### src/rtl/vram_arbiter_if.sv
// Bus bundle between the VRAM arbiter, its three masters and the single-port RAM.
// slave = arbiter side, master = requesters plus RAM model side.
interface vram_arbiter_if #(
    parameter int ADDR_W = 10,
    parameter int DATA_W = 4
);
    logic              disp_req;
    logic [ADDR_W-1:0] disp_addr;
    logic              disp_valid;
    logic [DATA_W-1:0] disp_rdata;

    logic              c0_req,    c1_req;
    logic              c0_we,     c1_we;
    logic [ADDR_W-1:0] c0_addr,   c1_addr;
    logic [DATA_W-1:0] c0_wdata,  c1_wdata;
    logic              c0_gnt,    c1_gnt;
    logic              c0_rvalid, c1_rvalid;
    logic [DATA_W-1:0] c0_rdata,  c1_rdata;

    logic              ram_en;
    logic              ram_we;
    logic [ADDR_W-1:0] ram_addr;
    logic [DATA_W-1:0] ram_wdata;
    logic [DATA_W-1:0] ram_rdata;

    logic              starve;

    modport slave (
        input  disp_req, disp_addr,
        input  c0_req, c0_we, c0_addr, c0_wdata,
        input  c1_req, c1_we, c1_addr, c1_wdata,
        input  ram_rdata,
        output disp_valid, disp_rdata,
        output c0_gnt, c0_rvalid, c0_rdata,
        output c1_gnt, c1_rvalid, c1_rdata,
        output ram_en, ram_we, ram_addr, ram_wdata,
        output starve
    );

    modport master (
        output disp_req, disp_addr,
        output c0_req, c0_we, c0_addr, c0_wdata,
        output c1_req, c1_we, c1_addr, c1_wdata,
        output ram_rdata,
        input  disp_valid, disp_rdata,
        input  c0_gnt, c0_rvalid, c0_rdata,
        input  c1_gnt, c1_rvalid, c1_rdata,
        input  ram_en, ram_we, ram_addr, ram_wdata,
        input  starve
    );
endinterface

### src/rtl/vram_arbiter.sv
// Single-port VRAM arbiter: display has fixed top priority, two game clients share
// the remaining slots round-robin; read data returns two cycles after the request.
module vram_arbiter #(
    parameter int ADDR_W     = 10,
    parameter int DATA_W     = 4,
    parameter int STARVE_MAX = 1023
) (
    input  logic          clk,
    input  logic          rst,
    vram_arbiter_if.slave bus
);

    typedef enum logic [1:0] {
        TAG_NONE = 2'd0,
        TAG_DISP = 2'd1,
        TAG_C0   = 2'd2,
        TAG_C1   = 2'd3
    } tag_t;

    localparam logic [15:0] STARVE_LIM = 16'(STARVE_MAX);

    logic [1:0]        w_req;
    logic [1:0]        w_gnt;
    logic [1:0]        w_over;

    logic              r_rr_c1;
    logic              r_ram_en;
    logic              r_ram_we;
    logic [ADDR_W-1:0] r_ram_addr;
    logic [DATA_W-1:0] r_ram_wdata;
    tag_t              r_tag;
    logic              r_disp_valid, r_c0_valid, r_c1_valid;
    logic [DATA_W-1:0] r_disp_hold, r_c0_hold, r_c1_hold;
    logic              r_starve;

    assign w_req = {bus.c1_req, bus.c0_req};

    // Display takes the slot outright; otherwise a lone requester wins, ties go to r_rr_c1.
    always_comb begin
        w_gnt = 2'b00;
        if (rst && !bus.disp_req) begin
            if (w_req[0] && (!w_req[1] || !r_rr_c1))
                w_gnt[0] = 1'b1;
            else if (w_req[1])
                w_gnt[1] = 1'b1;
        end
    end

    assign bus.c0_gnt = w_gnt[0];
    assign bus.c1_gnt = w_gnt[1];

    always_ff @(posedge clk) begin
        if (!rst) begin
            r_rr_c1      <= 1'b0;
            r_ram_en     <= 1'b0;
            r_ram_we     <= 1'b0;
            r_ram_addr   <= '0;
            r_ram_wdata  <= '0;
            r_tag        <= TAG_NONE;
            r_disp_valid <= 1'b0;
            r_c0_valid   <= 1'b0;
            r_c1_valid   <= 1'b0;
            r_disp_hold  <= '0;
            r_c0_hold    <= '0;
            r_c1_hold    <= '0;
            r_starve     <= 1'b0;
        end else begin
            r_ram_en <= bus.disp_req | (|w_gnt);
            if (bus.disp_req) begin
                r_ram_we    <= 1'b0;
                r_ram_addr  <= bus.disp_addr;
                r_ram_wdata <= '0;
                r_tag       <= TAG_DISP;
            end else if (w_gnt[0]) begin
                r_ram_we    <= bus.c0_we;
                r_ram_addr  <= bus.c0_addr;
                r_ram_wdata <= bus.c0_wdata;
                r_tag       <= bus.c0_we ? TAG_NONE : TAG_C0;
            end else if (w_gnt[1]) begin
                r_ram_we    <= bus.c1_we;
                r_ram_addr  <= bus.c1_addr;
                r_ram_wdata <= bus.c1_wdata;
                r_tag       <= bus.c1_we ? TAG_NONE : TAG_C1;
            end else begin
                r_ram_we    <= 1'b0;
                r_tag       <= TAG_NONE;
            end

            if (w_gnt[0])
                r_rr_c1 <= 1'b1;
            else if (w_gnt[1])
                r_rr_c1 <= 1'b0;

            // The tag stage lines up with the RAM's own one-cycle read register.
            r_disp_valid <= (r_tag == TAG_DISP);
            r_c0_valid   <= (r_tag == TAG_C0);
            r_c1_valid   <= (r_tag == TAG_C1);

            if (r_disp_valid) r_disp_hold <= bus.ram_rdata;
            if (r_c0_valid)   r_c0_hold   <= bus.ram_rdata;
            if (r_c1_valid)   r_c1_hold   <= bus.ram_rdata;

            if (|w_over)
                r_starve <= 1'b1;
        end
    end

    generate
        for (genvar gi = 0; gi < 2; gi++) begin : gen_wait
            logic [15:0] r_wait;
            logic [15:0] w_wait_next;

            always_comb begin
                w_wait_next = 16'd0;
                if (w_req[gi] && !w_gnt[gi])
                    w_wait_next = (r_wait == 16'hFFFF) ? r_wait : r_wait + 16'd1;
            end

            // Flag on the count being written, so starve is visible in the first cycle past the limit.
            assign w_over[gi] = (w_wait_next > STARVE_LIM);

            always_ff @(posedge clk) begin
                if (!rst)
                    r_wait <= 16'd0;
                else
                    r_wait <= w_wait_next;
            end
        end
    endgenerate

    // Returned data is forwarded straight from the RAM in its valid cycle, then held.
    assign bus.disp_rdata = r_disp_valid ? bus.ram_rdata : r_disp_hold;
    assign bus.c0_rdata   = r_c0_valid   ? bus.ram_rdata : r_c0_hold;
    assign bus.c1_rdata   = r_c1_valid   ? bus.ram_rdata : r_c1_hold;

    assign bus.disp_valid = r_disp_valid;
    assign bus.c0_rvalid  = r_c0_valid;
    assign bus.c1_rvalid  = r_c1_valid;
    assign bus.ram_en     = r_ram_en;
    assign bus.ram_we     = r_ram_we;
    assign bus.ram_addr   = r_ram_addr;
    assign bus.ram_wdata  = r_ram_wdata;
    assign bus.starve     = r_starve;

endmodule
### src/flat_wrapper.sv
// flat-port wrapper written by rule: the top's interface ports become plain ports
module vram_arbiter_flat 
#(
    parameter int ADDR_W     = 10,
    parameter int DATA_W     = 4,
    parameter int STARVE_MAX = 1023
)
  (clk, rst, bus_disp_req, bus_disp_addr, bus_c0_req, bus_c0_we, bus_c0_addr, bus_c0_wdata, bus_c1_req, bus_c1_we, bus_c1_addr, bus_c1_wdata, bus_ram_rdata, bus_disp_valid, bus_disp_rdata, bus_c0_gnt, bus_c0_rvalid, bus_c0_rdata, bus_c1_gnt, bus_c1_rvalid, bus_c1_rdata, bus_ram_en, bus_ram_we, bus_ram_addr, bus_ram_wdata, bus_starve);
  vram_arbiter_if #(.ADDR_W(ADDR_W), .DATA_W(DATA_W)) bus_i ();
  input  logic clk;
  input  logic rst;
  input wire logic [$bits(bus_i.disp_req)-1:0] bus_disp_req;
  input wire logic [$bits(bus_i.disp_addr)-1:0] bus_disp_addr;
  input wire logic [$bits(bus_i.c0_req)-1:0] bus_c0_req;
  input wire logic [$bits(bus_i.c0_we)-1:0] bus_c0_we;
  input wire logic [$bits(bus_i.c0_addr)-1:0] bus_c0_addr;
  input wire logic [$bits(bus_i.c0_wdata)-1:0] bus_c0_wdata;
  input wire logic [$bits(bus_i.c1_req)-1:0] bus_c1_req;
  input wire logic [$bits(bus_i.c1_we)-1:0] bus_c1_we;
  input wire logic [$bits(bus_i.c1_addr)-1:0] bus_c1_addr;
  input wire logic [$bits(bus_i.c1_wdata)-1:0] bus_c1_wdata;
  input wire logic [$bits(bus_i.ram_rdata)-1:0] bus_ram_rdata;
  output wire logic [$bits(bus_i.disp_valid)-1:0] bus_disp_valid;
  output wire logic [$bits(bus_i.disp_rdata)-1:0] bus_disp_rdata;
  output wire logic [$bits(bus_i.c0_gnt)-1:0] bus_c0_gnt;
  output wire logic [$bits(bus_i.c0_rvalid)-1:0] bus_c0_rvalid;
  output wire logic [$bits(bus_i.c0_rdata)-1:0] bus_c0_rdata;
  output wire logic [$bits(bus_i.c1_gnt)-1:0] bus_c1_gnt;
  output wire logic [$bits(bus_i.c1_rvalid)-1:0] bus_c1_rvalid;
  output wire logic [$bits(bus_i.c1_rdata)-1:0] bus_c1_rdata;
  output wire logic [$bits(bus_i.ram_en)-1:0] bus_ram_en;
  output wire logic [$bits(bus_i.ram_we)-1:0] bus_ram_we;
  output wire logic [$bits(bus_i.ram_addr)-1:0] bus_ram_addr;
  output wire logic [$bits(bus_i.ram_wdata)-1:0] bus_ram_wdata;
  output wire logic [$bits(bus_i.starve)-1:0] bus_starve;
  assign bus_i.disp_req = bus_disp_req;
  assign bus_i.disp_addr = bus_disp_addr;
  assign bus_i.c0_req = bus_c0_req;
  assign bus_i.c0_we = bus_c0_we;
  assign bus_i.c0_addr = bus_c0_addr;
  assign bus_i.c0_wdata = bus_c0_wdata;
  assign bus_i.c1_req = bus_c1_req;
  assign bus_i.c1_we = bus_c1_we;
  assign bus_i.c1_addr = bus_c1_addr;
  assign bus_i.c1_wdata = bus_c1_wdata;
  assign bus_i.ram_rdata = bus_ram_rdata;
  assign bus_disp_valid = bus_i.disp_valid;
  assign bus_disp_rdata = bus_i.disp_rdata;
  assign bus_c0_gnt = bus_i.c0_gnt;
  assign bus_c0_rvalid = bus_i.c0_rvalid;
  assign bus_c0_rdata = bus_i.c0_rdata;
  assign bus_c1_gnt = bus_i.c1_gnt;
  assign bus_c1_rvalid = bus_i.c1_rvalid;
  assign bus_c1_rdata = bus_i.c1_rdata;
  assign bus_ram_en = bus_i.ram_en;
  assign bus_ram_we = bus_i.ram_we;
  assign bus_ram_addr = bus_i.ram_addr;
  assign bus_ram_wdata = bus_i.ram_wdata;
  assign bus_starve = bus_i.starve;
  vram_arbiter #(.ADDR_W(ADDR_W), .DATA_W(DATA_W), .STARVE_MAX(STARVE_MAX)) u_core (.clk(clk), .rst(rst), .bus(bus_i));
endmodule
### config.mk
export PLATFORM = sky130hd
export DESIGN_NAME = vram_arbiter_flat
export DESIGN_NICKNAME = d
export VERILOG_FILES = /design/src/rtl/vram_arbiter_if.sv /design/src/rtl/vram_arbiter.sv /design/src/flat_wrapper.sv
export SDC_FILE = /design/constraint.sdc
export NUM_CORES = 1
export LEC_CHECK = 0
export ABC_AREA = 1
export ABC_CLOCK_PERIOD_IN_PS = 3300
export CAP_MARGIN = 20
export CORE_MARGIN = 2
export CORE_UTILIZATION = 38
export CTS_BUF_LIST = sky130_fd_sc_hd__clkbuf_8
export DETAILED_ROUTE_END_ITERATION = 8
export PLACE_DENSITY = 0.72
export SYNTH_ARGS = -nofsm -noshare
export SYNTH_HDL_FRONTEND = slang
export SYNTH_SLANG_ARGS = --single-unit
### constraint.sdc
create_clock -name clk -period 3.3 [get_ports clk]
set_input_delay 0.66 -clock clk [delete_from_list [all_inputs] [get_ports clk]]
set_output_delay 0.66 -clock clk [all_outputs]
set_load 0.01 [all_outputs]
# Word-level counts from Yosys, hierarchy flattened
# Index checks and enable logic that the tools add are counted.
# word_totals
out_inout_bits,34
rom_bits,0
n_memories,0
elab_cells,67
latch_bits,0
ram_bits,0
inputBits,49
reg_bits,67
# op_classes
muxes,25
bitwise,2
mul,0
n_reduce_logical,15
eq_ne,5
magnitude_cmp,2
add_sub_neg,2
shifts,0
div,0
# op_table
op,n
$mux 16,4
$add 16x1->16 const B,2
$eq 16x16->1 const B,2
$gt 16x10->1 const B,2
$mux 10,3
$mux 4,5
$mux 2,5
$mux 1,8
$reduce_or 2->1,3
$logic_not 1->1,5
$eq 2x2->1 const B,2
$logic_and 1x1->1,4
$reduce_bool 3->1,1
$eq 2x1->1 const B,1
$reduce_bool 2->1,1
$logic_or 1x1->1,1
$not 1->1,1
$or 1x1->1,1

# Longest topological paths before layout
# Gate-level depths: netlist of the first run.
# logic_depth
depth_word,10
ltp_mapped,13
depth_no_buf,13

# Worst setup path before layout of the first run
# Ideal clock, no wire load.
# synth_timing
path_type,input to output
startpoint,in rst
endpoint,out bus_c0_gnt
stages,4
required_ns,2.640
setup_slack_ns,1.349
arrival_time_ns,1.291
cell_sequence,buf_4 > nand2_4 > nor2_8 > buf_4
# synth_via
elab_chain_len,2
# synth_lines
element,line_no,rtl
start: declaration,flat_wrapper.sv:11,input logic rst;
$logic_and 1x1->1,vram_arbiter.sv:41,if (rst && !bus.disp_req) begin
$mux 2,vram_arbiter.sv:41,
end: declaration,flat_wrapper.sv:25,output wire logic [$bits(bus_i.c0_gnt)-1:0] bus_c0_gnt;
# Every way passes these cells.

# Worst setup path in the final report of the first run
# layout_timing
startpoint,in bus_c1_req
endpoint,out bus_c1_gnt
# layout_via
elab_chain_len,5
# layout_lines
element,line_no,rtl
start: declaration,flat_wrapper.sv:18,input wire logic [$bits(bus_i.c1_req)-1:0] bus_c1_req;
$logic_not 1->1,vram_arbiter.sv:42,if (w_req[0] && (!w_req[1] || !r_rr_c1))
$logic_or 1x1->1,vram_arbiter.sv:42,
$logic_and 1x1->1,vram_arbiter.sv:42,
$mux 1 *,vram_arbiter.sv:42,
$mux 2 *,vram_arbiter.sv:41,
end: declaration,flat_wrapper.sv:28,output wire logic [$bits(bus_i.c1_gnt)-1:0] bus_c1_gnt;
# Mark *: on every way between the ends. The rest lies on a longest branch, timed or not.

==> results of run 1 <==
[worst min-delay path by stage]
stage                                  endpoint  slack (ps)  cells after the start
after floorplan            u_core.bus.c0_rvalid         400                      1
after global placement    u_core.bus.disp_valid         400                      1
after detailed placement  u_core.bus.disp_valid         420                      1
after CTS                 u_core.bus.disp_valid         440                      1
after global routing      u_core.bus.disp_valid         450                      1
final                     u_core.bus.disp_valid         430                      1
[critical path: cells and delay by family]
family	cells	cell delay [ps]
buffers and inverters	2	1120
AND/OR/NAND/NOR	4	480
[routing by layer]
metal,routed length (um),part of all wire,up-vias
li1,-,-,1738
met1,3700,0.46,1513
met2,3930,0.49,66
met3,299,0.037,9
met4,116,0.014,0
met5,0,0,-
[where the power goes]
group	internal, mW	total, mW	leakage [nW]	switching (mW)
Clock	0.429	0.771	0.102	0.342
Sequential	0.831	0.842	0.545	0.0115
Combinational	0.121	0.227	1.34	0.106
Total	1.38	1.84	1.98	0.460
[sequential cells by signal, indices dropped and copies added (netlist names)]
name / cells
u_core.r_c0_hold: 4
u_core.bus.c0_rvalid: 1
u_core.bus.ram_addr: 10
u_core.bus.ram_en: 1
u_core.bus.ram_wdata: 4
u_core.bus.starve: 1
u_core.bus.disp_valid: 1
u_core.gen_wait.r_wait: 32
u_core.bus.ram_we: 1
u_core.r_tag: 2
u_core.bus.c1_rvalid: 1
u_core.r_rr_c1: 1
u_core.r_disp_hold: 4
u_core.r_c1_hold: 4
[cells by family (layout without fill, tap and decap cells)]
| family | Yosys count | after routing | share of synthesized area |
|---|---|---|---|
| and+or+nand+nor | 263 | 263 | 0.356 |
| buffers and inverters | 80 | 172 | 0.0951 |
| AOI/OAI and AO/OA | 71 | 71 | 0.125 |
| DFF | 67 | 67 | 0.395 |
| xor gates and xnor gates | 8 | 8 | 0.0206 |
| adders and majority gates | 2 | 2 | 0.00737 |
[cells in the mapped netlist, drive strengths merged]
library cell,instances,area share
a21oi,32,0.057
a22o,1,0.0026
a311oi,2,0.0052
a31oi,12,0.022
buf,7,0.014
clkbuf,4,0.0044
dfxtp,67,0.40
ha,2,0.0074
inv,69,0.077
nand2,139,0.17
nand3,26,0.038
nand4,7,0.013
nor2,73,0.10
nor3,12,0.026
nor3b,1,0.0037
o2111ai,2,0.0052
o21ai,21,0.031
o21bai,1,0.0022
or2,4,0.0074
or3,1,0.0018
xnor2,4,0.010
xor2,4,0.010
[cell type report]
type	instances	area [um^2]	area share
multi-input combinational	344	1730	0.380
sequential	67	1340	0.295
timing repair buffer	87	858	0.189
inverter	69	262	0.0575
tap	108	135	0.0297
clock buffer	9	124	0.0272
clock inverter	7	100	0.0220
[metrics by stage]
step | area, um^2 | hold WS [ps] | power [mW] | cells
after CTS | 4550 | 438 | 1.86 | 691
after detailed placement | 4330 | 422 | 1.09 | 675
after global routing | 4550 | 451 | 1.91 | 691
after global placement | 4330 | 403 | 1.08 | 675
after floorplan | 3390 | 398 | 0.968 | 491
final | 4550 | 434 | 1.84 | 691
==> impl_metrics.yaml, run 1 <==
status:
  outcome: "finished, final reports clean"
synthesis:
  ys_types: 35
  syn-num-nets: 542
  syn_inst: 491
  ys_seq_area_frac: 0.395
  ys_warn_count: 0
  syn_area_per_cell_um2: 6.91
  ys_ff_latch: 67
  syn_area_um2: 3390
floorplan:
  die_x_um: 98.5
  dieArea_um2: 9710
  die-height_um: 98.5
  rows: 34
  initial_core_util: 0.391
  num_io_pins: 83
  core-area_um2: 8680
worst_setup_path:
  crit_slowest_cell: "clkdlybuf4s50_1"
  rr_endpoint: "u_core.bus.starve"
  crit_path_max_fanout: 6
  critPathMaxStageDelay_ps: 600
  r2r-start: "u_core.gen_wait[1].r_wait[0]"
  reg2reg_depth: 10
  crit_type: "input port to primary output"
  cp-startpoint: "bus_c1_req"
  cp-start-kind: "input port"
  reg2reg_slack_ps: 1480
  cp.arrival_ps: 2260
  required_ps: 2640
  end_kind: "primary output"
  path_cells: "clkdlybuf4s50_1 > nand2_1 > nand2_4 > nand2_1 > nor2_4 > clkdlybuf4s50_1"
  crit_end: "bus_c1_gnt"
cts:
  clkLatencyLatePin_ps: 350
  holdBufCountCts: 0
  cts_buffers: 9
  cts_buffer_depth: 2
  htreeDepth: 3
  clock-sinks: 67
  cts_root_buffer: "clkbuf_8"
  postCtsSetupRepairBufs: 0
  clkTransAtPathRegs_ps: 80
  cts_tree: "done"
  ctsResizeCount: 0
placement:
  gp_routability_congestion: 0.806
  dpl_worst_slack_ps: 380
  port_buffers: 82
  dp_hpwl_um: 6030
grt:
  grt_pass1_wl_um: 13300
  antenna_found_initial: 0
  grt_pass1_vias: 3048
  grt.busiest_layer: "met2"
  met2_usage: 0.291
  grt_usage: 0.167
  grt_max_degree: 24
  grt_use_met1: 0.203
  grt_use_met3: 0.0326
  grt.overflow.total: 0
layout:
  nNetsFinal: 629
  layout-drive-gt1-share: 0.110
  post-route-util: 0.524
  layout_common_cells: "nand2_1 (131), clkdlybuf4s50_1 (82), dfxtp_1 (67)"
  insertedDiodeCount: 0
  final_common_cell: "nand2_1"
  fill_cells: 845
  area_delta_synth_final_pct: 34.1
sta:
  finalSetupTns_ps: 0
  tightest_slew_ps: 532
  drv_slew: 0
  period_share: 0.885
  hold_viol_final: 0
  rsz0062_at_grt: "false"
  setup_slack_ps: 380
  relSlewSlack: 0.645
  finalSetupViolCount: 0
  finalCriticalPeriod_ps: 2920
  skew_ps: 9.24
  fmax_ghz: 0.342
min_path:
  min_path_type: "flop to flop"
  worstHoldStart: "u_core.r_tag[1]"
job:
  cap_violations: 0
drt:
  wire_per_inst_um: 11.6
  drt_pass1_iterations: 4
  antenna_left: 0
  drt-initial-drc-count: 90
  vias_per_cell: 4.81
  drt_wl_total_um: 8040
  via_count: 3326
  drc: 0
power:
  cellPowerDensity_nw_per_um2: 404
  leakage_nw: 1.98
  peakVddDrop_uv: 201
No activity file was read; power rests on OpenSTA's default activity.
==> run 2, diff against run 1 <==
--- a/config.mk
+++ b/config.mk
@@ -9,10 +9,10 @@
 export ABC_CLOCK_PERIOD_IN_PS = 3300
 export CAP_MARGIN = 20
 export CORE_MARGIN = 2
-export CORE_UTILIZATION = 38
+export CORE_UTILIZATION = 35
 export CTS_BUF_LIST = sky130_fd_sc_hd__clkbuf_8
 export DETAILED_ROUTE_END_ITERATION = 8
-export PLACE_DENSITY = 0.72
+export PLACE_DENSITY = 0.68
 export SYNTH_ARGS = -nofsm -noshare
 export SYNTH_HDL_FRONTEND = slang
 export SYNTH_SLANG_ARGS = --single-unit
==> impl_metrics.yaml, run 2 (same netlist as run 1, synthesis figures left out) <==
grt:
  grt.busiest_layer: "met2"
  met2_usage: 0.263
  grt.overflow.total: 0
  grt_use_met1: 0.202
  grt_pass1_wl_um: 13700
  antenna_found_initial: 1
  grt_usage: 0.165
  grt_max_degree: 30
  grt_use_met3: 0.0581
  grt_pass1_vias: 3116
sta:
  finalSetupTns_ps: 0
  fmax_ghz: 0.343
  relSlewSlack: 0.690
  tightest_slew_ps: 463
  drv_slew: 0
  rsz0062_at_grt: "false"
  finalCriticalPeriod_ps: 2920
  finalSetupViolCount: 0
  skew_ps: 7.91
  period_share: 0.883
  setup_slack_ps: 385
  hold_viol_final: 0
cts:
  postCtsSetupRepairBufs: 0
  clkLatencyLatePin_ps: 340
  ctsResizeCount: 0
  cts_buffer_depth: 2
  htreeDepth: 3
  cts_tree: "done"
  clkTransAtPathRegs_ps: 80
  holdBufCountCts: 0
  cts_buffers: 9
  clock-sinks: 67
  cts_root_buffer: "clkbuf_8"
floorplan:
  num_io_pins: 83
  core-area_um2: 9330
  initial_core_util: 0.364
  die-height_um: 102
  dieArea_um2: 10500
  rows: 35
  die_x_um: 102
worst_setup_path:
  cp-startpoint: "bus_c1_req"
  cp-start-kind: "input port"
  crit_type: "input port to primary output"
  path_cells: "clkdlybuf4s50_1 > nand2_1 > nand2_4 > nand2_1 > nor2_4 > clkdlybuf4s50_1"
  crit_path_max_fanout: 6
  crit_slowest_cell: "clkdlybuf4s50_1"
  cp.arrival_ps: 2260
  end_kind: "primary output"
  critPathMaxStageDelay_ps: 620
  r2r-start: "u_core.gen_wait[1].r_wait[0]"
  required_ps: 2640
placement:
  dpl-instance-area_um2: 4350
  port_buffers: 82
  dpl_worst_slack_ps: 390
  gp_routability_congestion: 0.872
  dp_hpwl_um: 6340
layout:
  largest_register_ffs: 32
  insertedDiodeCount: 0
  regMostFlops: "u_core.gen_wait.r_wait"
  layout-drive-gt1-share: 0.110
  fill_cells: 937
  layout_common_cells: "nand2_1 (131), clkdlybuf4s50_1 (82), dfxtp_1 (67)"
  nNetsFinal: 629
  design_area_um2: 4560
  final_common_cell: "nand2_1"
  area_delta_synth_final_pct: 34.4
power:
  finalPower_mw: 1.77
  peakVddDrop_uv: 178
  leakage_nw: 1.98
  cellPowerDensity_nw_per_um2: 389
drt:
  drt-initial-drc-count: 90
  drt_wl_total_um: 8330
  wire_per_inst_um: 11.7
  vias_per_cell: 4.63
  antenna_left: 0
  drt_pass1_iterations: 4
  drc: 0
  via_count: 3293
min_path:
  worstHoldStart: "u_core.r_tag[0]"
  min_path_type: "flop to flop"
status:
  outcome: "finished, final reports clean"
job:
  cap_violations: 0
## run 2: routing by layer
metal / part of all wire / up-vias
li1: - / 1732
met2: 0.48 / 69
met5: 0.0016 / -
met4: 0.022 / 2
met1: 0.45 / 1472
met3: 0.055 / 18
## run 2: worst paths after layout
path | endpoint | slack, ps | cells after the start
worst max register to register | u_core.bus.starve | 1450 | 10
worst min-delay path | u_core.bus.c0_rvalid | 420 | 1
worst min register to register | u_core.bus.c0_rvalid | 420 | 1
worst max-delay path | bus_c1_gnt | 380 | 6
## run 2: cell type report
type / count / area (um^2) / area share
multi-input combinational: 344 / 1730 / 0.379
sequential: 67 / 1340 / 0.294
timing repair buffer: 87 / 858 / 0.188
inverter: 69 / 262 / 0.0573
tap: 129 / 161 / 0.0354
clock buffer: 9 / 124 / 0.0272
clock inverter: 7 / 83.8 / 0.0184
## run 2: power by group
group	switching [mW]	leakage (nW)	internal, mW
Combinational	0.107	1.34	0.121
Clock	0.343	0.102	0.362
Sequential	0.0122	0.545	0.831
## run 2: metrics by stage
step	hold slack (ps)	utilization	instances
after global routing	456	0.489	712
final	419	0.489	712
after floorplan	398	-	491
after detailed placement	405	0.467	696
after global placement	404	0.467	696
after CTS	418	0.489	712
## run 2: critical path: cells and delay by family
kind | cells | cell delay [ps]
and+or+nand+nor | 4 | 470
buffers and inverters | 2 | 1130
